==> config.mk <==
export PLATFORM = sky130hd
export DESIGN_NAME = data_mem_cas_flat
export DESIGN_NICKNAME = d
export VERILOG_FILES = /design/src/rtl/data_mem_cas_if.sv /design/src/rtl/data_mem_cas.sv /design/src/flat_wrapper.sv
export SDC_FILE = /design/constraint.sdc
export NUM_CORES = 2
export LEC_CHECK = 0
export CELL_PAD_IN_SITES_DETAIL_PLACEMENT = 1
export CELL_PAD_IN_SITES_GLOBAL_PLACEMENT = 2
export CORE_ASPECT_RATIO = 2
export CORE_UTILIZATION = 45
export CTS_CLUSTER_SIZE = 8
export DETAILED_ROUTE_END_ITERATION = 7
export PLACE_DENSITY_LB_ADDON = 0.1
export SYNTH_ARGS = -nofsm -noshare
export SYNTH_HDL_FRONTEND = slang
export SYNTH_SLANG_ARGS = --single-unit
==> constraint.sdc <==
create_clock -name clk -period 6.77 [get_ports clk]
set_input_delay 1.6925 -clock clk [delete_from_list [all_inputs] [get_ports clk]]
set_output_delay 1.6925 -clock clk [all_outputs]
set_load 0.01 [all_outputs]
==> src/rtl/data_mem_cas_if.sv <==
// Request/response bundle for data_mem_cas: read, byte-enable write and CAS ports.
// The master drives requests; the memory (slave) drives data, strobes and busy.
interface data_mem_cas_if #(
  parameter int DATA_W = 32,
  parameter int ADDR_W = 5
);
  logic                  rd_en;
  logic [ADDR_W-1:0]     rd_addr;
  logic [DATA_W-1:0]     rd_data;
  logic                  rd_valid;
  logic                  wr_en;
  logic [ADDR_W-1:0]     wr_addr;
  logic [DATA_W/8-1:0]   wr_be;
  logic [DATA_W-1:0]     wr_data;
  logic                  cas_en;
  logic [ADDR_W-1:0]     cas_addr;
  logic                  cas_done;
  logic                  cas_swapped;
  logic                  cas_err;
  logic                  busy;

  modport master (
    output rd_en, rd_addr, wr_en, wr_addr, wr_be, wr_data, cas_en, cas_addr,
    input  rd_data, rd_valid, cas_done, cas_swapped, cas_err, busy
  );

  modport slave (
    input  rd_en, rd_addr, wr_en, wr_addr, wr_be, wr_data, cas_en, cas_addr,
    output rd_data, rd_valid, cas_done, cas_swapped, cas_err, busy
  );
endinterface

==> src/rtl/data_mem_cas.sv <==
// Data memory with separate read/write ports, write-first bypass, post-reset clear
// sequencer and an atomic compare-and-swap of adjacent words for the sort datapath.
module data_mem_cas #(
  parameter int DATA_W         = 32,
  parameter int DEPTH          = 32,
  parameter int ADDR_W         = 5,
  parameter int CLEAR_ON_RESET = 1
) (
  input  logic         clk,
  input  logic         rst_n,
  data_mem_cas_if.slave bus
);

  localparam int                NBYTES    = DATA_W / 8;
  localparam logic [ADDR_W:0]   DEPTH_X   = (ADDR_W+1)'(DEPTH);
  localparam logic [ADDR_W:0]   CAS_LIM   = (ADDR_W+1)'(DEPTH - 1);
  localparam logic [ADDR_W-1:0] LAST_ADDR = ADDR_W'(DEPTH - 1);

  typedef enum logic [1:0] {CLEAR, IDLE, CAS_CMP, CAS_WR} state_t;

  state_t              state_reg;
  logic                busy_reg;
  logic [ADDR_W-1:0]   clr_cnt_reg;
  logic [ADDR_W-1:0]   cas_a_reg;
  logic [DATA_W-1:0]   lo_reg;
  logic [DATA_W-1:0]   hi_reg;
  logic [DATA_W-1:0]   rd_data_reg;
  logic                rd_valid_reg;
  logic                cas_done_reg;
  logic                cas_swapped_reg;
  logic                cas_err_reg;

  logic [DATA_W-1:0]   mem [DEPTH];

  logic                idle;
  logic                rd_in_range;
  logic                wr_in_range;
  logic                rd_accept;
  logic                wr_accept;
  logic                cas_legal;
  logic                bypass;
  logic                do_swap;
  logic [ADDR_W-1:0]   cas_b;
  logic [DATA_W-1:0]   rd_word;
  logic [DATA_W-1:0]   rd_merged;

  assign idle        = (state_reg == IDLE);
  assign rd_in_range = ({1'b0, bus.rd_addr} < DEPTH_X);
  assign wr_in_range = ({1'b0, bus.wr_addr} < DEPTH_X);
  assign cas_legal   = ({1'b0, bus.cas_addr} < CAS_LIM);
  // A CAS request in the same cycle claims the ports; reads/writes are dropped.
  assign rd_accept   = idle && bus.rd_en && !bus.cas_en;
  assign wr_accept   = idle && bus.wr_en && !bus.cas_en && wr_in_range;
  assign bypass      = wr_accept && (bus.wr_addr == bus.rd_addr);
  assign cas_b       = cas_a_reg + ADDR_W'(1);
  assign do_swap     = (state_reg == CAS_WR) && (lo_reg > hi_reg);
  assign rd_word     = rd_in_range ? mem[bus.rd_addr] : '0;

  // Write-first merge: bytes being written this cycle replace the stored bytes.
  generate
    for (genvar gi = 0; gi < NBYTES; gi++) begin : g_merge
      assign rd_merged[gi*8 +: 8] = (bypass && bus.wr_be[gi]) ? bus.wr_data[gi*8 +: 8]
                                                              : rd_word[gi*8 +: 8];
    end
  endgenerate

  // Storage carries no reset; writes are suppressed while reset is held so an
  // aborted CAS never lands its second edge.
  always_ff @(posedge clk) begin
    if (rst_n) begin
      if (state_reg == CLEAR) begin
        mem[clr_cnt_reg] <= '0;
      end else if (do_swap) begin
        mem[cas_a_reg] <= hi_reg;
        mem[cas_b]     <= lo_reg;
      end else if (wr_accept) begin
        for (int b = 0; b < NBYTES; b++) begin
          if (bus.wr_be[b]) begin
            mem[bus.wr_addr][b*8 +: 8] <= bus.wr_data[b*8 +: 8];
          end
        end
      end
    end
  end

  always_ff @(posedge clk or negedge rst_n) begin
    if (!rst_n) begin
      state_reg       <= (CLEAR_ON_RESET != 0) ? CLEAR : IDLE;
      busy_reg        <= (CLEAR_ON_RESET != 0);
      clr_cnt_reg     <= '0;
      cas_a_reg       <= '0;
      lo_reg          <= '0;
      hi_reg          <= '0;
      rd_data_reg     <= '0;
      rd_valid_reg    <= 1'b0;
      cas_done_reg    <= 1'b0;
      cas_swapped_reg <= 1'b0;
      cas_err_reg     <= 1'b0;
    end else begin
      rd_valid_reg    <= 1'b0;
      cas_done_reg    <= 1'b0;
      cas_swapped_reg <= 1'b0;
      cas_err_reg     <= 1'b0;
      case (state_reg)
        CLEAR: begin
          clr_cnt_reg <= clr_cnt_reg + ADDR_W'(1);
          if (clr_cnt_reg == LAST_ADDR) begin
            clr_cnt_reg <= '0;
            state_reg   <= IDLE;
            busy_reg    <= 1'b0;
          end
        end
        IDLE: begin
          if (bus.cas_en) begin
            if (cas_legal) begin
              cas_a_reg <= bus.cas_addr;
              state_reg <= CAS_CMP;
              busy_reg  <= 1'b1;
            end else begin
              cas_done_reg <= 1'b1;
              cas_err_reg  <= 1'b1;
            end
          end
          if (rd_accept) begin
            rd_data_reg  <= rd_merged;
            rd_valid_reg <= 1'b1;
          end
        end
        CAS_CMP: begin
          lo_reg    <= mem[cas_a_reg];
          hi_reg    <= mem[cas_b];
          state_reg <= CAS_WR;
        end
        CAS_WR: begin
          cas_done_reg    <= 1'b1;
          cas_swapped_reg <= (lo_reg > hi_reg);
          state_reg       <= IDLE;
          busy_reg        <= 1'b0;
        end
        default: begin
          state_reg <= IDLE;
          busy_reg  <= 1'b0;
        end
      endcase
    end
  end

  assign bus.rd_data     = rd_data_reg;
  assign bus.rd_valid    = rd_valid_reg;
  assign bus.cas_done    = cas_done_reg;
  assign bus.cas_swapped = cas_swapped_reg;
  assign bus.cas_err     = cas_err_reg;
  assign bus.busy        = busy_reg;

endmodule

==> src/flat_wrapper.sv <==
// flat-port wrapper written by rule: the top's interface ports become plain ports
module data_mem_cas_flat 
#(
  parameter int DATA_W         = 32,
  parameter int DEPTH          = 32,
  parameter int ADDR_W         = 5,
  parameter int CLEAR_ON_RESET = 1
)
  (clk, rst_n, bus_rd_en, bus_rd_addr, bus_wr_en, bus_wr_addr, bus_wr_be, bus_wr_data, bus_cas_en, bus_cas_addr, bus_rd_data, bus_rd_valid, bus_cas_done, bus_cas_swapped, bus_cas_err, bus_busy);
  data_mem_cas_if #(.DATA_W(DATA_W), .ADDR_W(ADDR_W)) bus_i ();
  input  logic clk;
  input  logic rst_n;
  input wire logic [$bits(bus_i.rd_en)-1:0] bus_rd_en;
  input wire logic [$bits(bus_i.rd_addr)-1:0] bus_rd_addr;
  input wire logic [$bits(bus_i.wr_en)-1:0] bus_wr_en;
  input wire logic [$bits(bus_i.wr_addr)-1:0] bus_wr_addr;
  input wire logic [$bits(bus_i.wr_be)-1:0] bus_wr_be;
  input wire logic [$bits(bus_i.wr_data)-1:0] bus_wr_data;
  input wire logic [$bits(bus_i.cas_en)-1:0] bus_cas_en;
  input wire logic [$bits(bus_i.cas_addr)-1:0] bus_cas_addr;
  output wire logic [$bits(bus_i.rd_data)-1:0] bus_rd_data;
  output wire logic [$bits(bus_i.rd_valid)-1:0] bus_rd_valid;
  output wire logic [$bits(bus_i.cas_done)-1:0] bus_cas_done;
  output wire logic [$bits(bus_i.cas_swapped)-1:0] bus_cas_swapped;
  output wire logic [$bits(bus_i.cas_err)-1:0] bus_cas_err;
  output wire logic [$bits(bus_i.busy)-1:0] bus_busy;
  assign bus_i.rd_en = bus_rd_en;
  assign bus_i.rd_addr = bus_rd_addr;
  assign bus_i.wr_en = bus_wr_en;
  assign bus_i.wr_addr = bus_wr_addr;
  assign bus_i.wr_be = bus_wr_be;
  assign bus_i.wr_data = bus_wr_data;
  assign bus_i.cas_en = bus_cas_en;
  assign bus_i.cas_addr = bus_cas_addr;
  assign bus_rd_data = bus_i.rd_data;
  assign bus_rd_valid = bus_i.rd_valid;
  assign bus_cas_done = bus_i.cas_done;
  assign bus_cas_swapped = bus_i.cas_swapped;
  assign bus_cas_err = bus_i.cas_err;
  assign bus_busy = bus_i.busy;
  data_mem_cas #(.DATA_W(DATA_W), .DEPTH(DEPTH), .ADDR_W(ADDR_W), .CLEAR_ON_RESET(CLEAR_ON_RESET)) u_core (.clk(clk), .rst_n(rst_n), .bus(bus_i));
endmodule
Yosys cells after proc, flatten, opt, wreduce, memory -nomap -nowiden

Memory sizes are Yosys's and may differ from the RTL's. A register that Yosys moved wholly into a read port is not among the register bits.
Index checks and enable logic that the tools add are counted.

Register bits: 49
Bits in writable memories: 1024
Output and inout bits: 37
Word-level logic and storage cells: 100
Memories: 1

Add/subtract/negate cells: 2
Magnitude comparators: 2
Equal/unequal tests: 8
Muxes and demuxes: 57
Reductions and logical operators: 21

Memories:

| memory     | words | bits a word | rd ports | clocked after Yosys merged registers in | write ports | RTL line           | source |
|---|---|---|---|---|---|---|---|
| u_core.mem | 32    | 32          | 3        | 2                                       | 2           | data_mem_cas.sv:33 | `logic [DATA_W-1:0] mem [DEPTH];` |

Operator list:

| cell                  | count |
|---|---|
| $mux W32              | 2 |
| $reduce_or A32 Y1     | 2 |
| $mux W1               | 41 |
| $gt A32 B32 Y1        | 1 |
| $mux W8               | 4 |
| $mux W5               | 3 |
| $add A5 B1 Y5 const B | 2 |
| $logic_and A1 B1 Y1   | 10 |
| $pmux W2 S4           | 1 |
| $mux W2               | 3 |
| $ne A2 B2 Y1 const B  | 3 |
| $reduce_and A3 Y1     | 2 |
| $eq A5 B5 Y1          | 1 |
| $eq A5 B5 Y1 const B  | 1 |
| $lt A5 B5 Y1 const B  | 1 |
| $eq A2 B2 Y1 const B  | 2 |
| $mux W4               | 1 |
| $reduce_and A4 Y1     | 1 |
| $logic_not A1 Y1      | 3 |
| $pmux W1 S3           | 1 |
| $reduce_bool A3 Y1    | 1 |
| $eq A2 B1 Y1 const B  | 1 |
| $logic_not A2 Y1      | 1 |
| $pmux W1 S2           | 1 |
| $reduce_and A2 Y1     | 1 |

Longest topological paths before layout

Word-level depth: 10
Mapped depth: 14

Least setup slack after synthesis

OpenSTA, ideal clock, no wires.

Path type: input to register
Start point: input port bus_wr_be[2]
End point: memory u_core.mem[18][0] (enable)
Setup time: 0.384 ns
Data arrival time: 4.055 ns
Slack: 2.331 ns
Cell stages on the path: 8
Path through: or4_1 and3_1 buf_2 buf_2 o21ai_0 nand2_1 mux2_2 o21ai_0

RTL lines:

| item            | RTL line           | source |
|---|---|---|
| start, declared | flat_wrapper.sv:17 | `input wire logic [$bits(bus_i.wr_be)-1:0] bus_wr_be;` |
| end, declared   | data_mem_cas.sv:33 |  |

==> flow_results.org <==
** Status
- Status :: finished with violations
- Violations in the final reports :: max-capacitance violations, max-slew violations

** Floorplanning
- Pin placement for this block handled 93 I/O pins.
- Overall die area :: 0.170 mm²
- Measured along the y axis, the die boundary spans 582 µm.
- The initial utilization of the core area, before any placement, comes to 45.3%.
- DIE WIDTH :: 292 µm
- After floorplanning, the core was sized to cover 0.167 mm².
- After floorplanning, the core was divided into 212 placement rows.

** Setup path
- For the worst setup path, the data required time is 7.16 ns.
- In this design, the stage delay of the slowest critical-path cell is 1.24 ns.
- Ordered list of cells on the worst path :: ha_1 -> nand4_1 -> nor2_1 -> a221oi_1 -> a31oi_1 -> o21ai_4 -> buf_12 -> mux2_2 -> o21ai_1
- Critical path startpoint category :: flip-flop
- Kind of critical path :: reg -> reg
- For this design, the slowest cell found on the critical path is o21ai_1.
- At the worst endpoint, the arrival time is 6.28 ns.
- Largest fanout on the critical path :: 35
- Critical Path Sink Type :: flip-flop

** Yosys
- Portion of the post-synthesis area used by sequential elements :: 44.4%
- The most used flip-flop cell after synthesis is edfxtp_1.
- Averaged over all synthesized cells, the footprint is 16.2 µm².
- Synthesis produced 4662 cells.
- The cell area that synthesis handed to floorplanning was 0.0756 mm².
- Warning count from the yosys run :: 0
- Cell taking the most area after synthesis :: edfxtp_1
- After synthesis the netlist holds a flip-flop and latch count of 1137.
- The number of nets handed over by synthesis was 4762.
- Among all cell types in the netlist, the one instantiated most often is edfxtp_1.
- Post-synth EDFFs :: 1024
- Proportion of netlist area held by the largest area contributor :: 40.7%
- Counting distinct cell types in the post-synthesis netlist gives 47.
- Sorting the synthesized cells by how often they occur yields 1024 x edfxtp_1, 960 x mux4_2, 915 x mux2_2.
- After synthesis, the share of flip-flops with an asynchronous set or reset is 9.94%.
- Synth area leaders :: edfxtp_1 41%, mux4_2 29%, mux2_2 14%

** Clocking
- TritonCTS sink count :: 1137
- TritonCTS built the clock tree.
- Count of buffers added by post-CTS timing repair for setup :: 0
- Buffers from clock root to sink, at most :: 4
- In this run the clock root is driven by a clkbuf_16.
- Post-CTS repair changed the size of 0 cells.
- # H-tree levels :: 4
- Clock-pin slew on the worst setup and hold paths :: 0.05 ns
- Skew-Pair Late Insertion Delay :: 0.83 ns
- CTS buffer count :: 168
- Hold buffer count at CTS :: 0

** GRT
- Met2 Track Usage GR :: 63.5%
- The via count of the first global-routing pass was 52.7k.
- First-pass GRT wire length :: 437 mm
- The initial antenna violation count was 12.
- Global routing consumed, on the met3 layer, 5.44% of the routing resources.
- Routing layer with the top usage in global route :: met2
- For this run, the total global-route usage over all layers was measured as 37.8%.
- After global routing the overflow that remains totals 0.
- Entering global routing, the biggest net connects 130 pins.
- Global routing used 43.4% of the available met1 tracks.

** Route
- Via density per instance :: 7.37
- Count of antenna-violating nets left after detailed routing :: 0
- Routed via count :: 50.7k
- Detailed Routing Iterations Pass 1 :: 8
- Dividing the detail-routed wire length by the instance count gives 46.6 µm.
- DRC violation count after routing :: 0
- The detailed router finished its first iteration with 5791 violations.
- Routed Wire Length :: 320 mm

** Layout
- After the last flow step, the layout net total stands at 4704.
- Number of flip-flops in the largest register :: 1024
- Final Instance Area :: 0.0843 mm²
- Leaving out filler cells and counting taps, the final layout contains 6876.
- Ranked by flip-flop count, first place goes to u_core.mem.
- Filler Cells Inserted :: 15.4k
- P&R area growth vs syn :: 11.6%
- Multi-input combinational cell area :: 0.0397 mm²
- Across the whole layout, storage elements account for 0.0336 mm².
- For this run, the share of the core covered by cells in the final layout is 50.6%.
- In the final layout, the share of cells above drive strength 1 is 54.3%.

** STA
- Setup violations remaining at the end of the flow were counted as 0.
- The count of final max-slew check failures was 9.
- Slew @ Worst Pin :: 1.53 ns
- Final Cycle Share :: 87.0%
- Headroom to the max-slew limit came out at -3.00%.
- The worst path needs 5.89 ns of the cycle, external delays included.
- Summed over all failing endpoints, the final setup total negative slack is 0 ns.
- The hold violation count in the final report was 0.
- Worst Hold Margin :: 0.477 ns
- Crit path setup slack, layout :: 0.880 ns
- Between clock sinks in the finished design, the worst skew comes to 0.0470 ns.
- Based on the critical path, the design can be clocked at up to 0.170 GHz.
- Setup repair after global routing left no endpoint under its margin.

** Flow run
- Across the run, the number of max-cap violations was 2.

** Place
- DP Wirelength :: 199 mm
- Input and output buffers added on the ports amount to 92.
- Placed Cells incl. Taps :: 6574
- Dpl ws :: 0.437 ns
- Cell area after placement :: 0.0795 mm²
- The congestion estimate from routability-driven global placement came to 0.900.

** Power
- Power spread over the standard cell area amounts to 417 mW/mm².
- Total power of the final layout :: 35.1 mW
- Summed over all cells, the static leakage comes to 30.3 nW.
- Max VDD drop :: 0.574 mV

** Hold path
- Hold Path Class :: reg -> reg
[logic make-up (layout without fill, tap and decap cells)]
group	Yosys count	count (layout)	share of synthesized area (%)
AO/OA/AOI/OAI	314	314	2.13
buffers and inverters	652	718	3.73
AND/OR/NAND/NOR	360	360	2.19
other	0	8	0
XOR/XNOR	9	9	0.104
adder cells (fa/ha/maj)	44	44	0.728
flip-flops	1137	1137	44.4
multiplexers	2146	2146	46.7
[final timing paths]
path	start	slack [ns]	to	depth (start not counted)
hold / removal	u_core.bus.rd_data[6]	0.48	u_core.bus.rd_data[6]	2
min in group asynchronous	rst_n	0.76	u_core.bus.cas_done	1
setup / recovery	u_core.lo_reg[9]	0.88	u_core.mem[19][4]	9
setup reg to reg	u_core.lo_reg[9]	0.88	u_core.mem[19][4]	9
max in group asynchronous	rst_n	4.49	u_core.lo_reg[21]	3
hold reg to reg	u_core.bus.rd_data[6]	0.48	u_core.bus.rd_data[6]	2
[critical path, delay by kind of cell (launching register included)]
family          cells  cell delay [ns]
fa+ha+maj           1             0.42
simple gates        2             0.37
mux                 1             0.60
buf+inv             1             0.43
compound gates      4             2.41
flops               1             1.18
[routing by layer]
metal	routed length [µm]	vias up	part of all wire [%]
met5	54	-	0.017
met4	29600	8	9.3
met3	22200	1074	6.9
met2	160000	3034	50
met1	108000	27476	34
li1	-	19086	-
[placed cells by master, fill, tap and decap left out, types with 4 or more instances in the layout]
cell type,count
clkbuf_16,171
ha_1,42
mux4_2,960
buf_8,4
mux2_2,915
or3_4,23
diode_2,8
clkbuf_1,118
nand3_1,20
o21ai_0,89
nand4_1,6
mux2i_1,105
buf_12,20
mux2i_2,16
o21ai_2,5
or4_4,9
nor2_1,77
mux2_4,130
dfrtp_4,5
edfxtp_1,1024
nor3_1,7
nor2b_1,14
mux2i_4,20
dfrtp_1,107
a21oi_1,82
nand2_1,175
nand3b_1,5
clkdlybuf4s50_1,86
o21ai_1,123
inv_1,45
nand2b_1,12
buf_4,268
[report_power, final]
part	switching, mW	internal, mW
sequential	0.829	8.69
clock	3.37	4.74
combinational	9.43	8.08
total	13.6	21.5
[layout make-up]
class / instances / area share (%)
multi-input combinational: 2873 / 47.1
inverter: 45 / 0.200
tap: 2140 / 3.17
antenna: 8 / 0.0237
sequential: 1137 / 39.8
clock inverter: 4 / 0.0668
timing repair buffer: 379 / 3.97
clock buffer: 290 / 5.62
No activity file was read; power rests on OpenSTA's default activity.
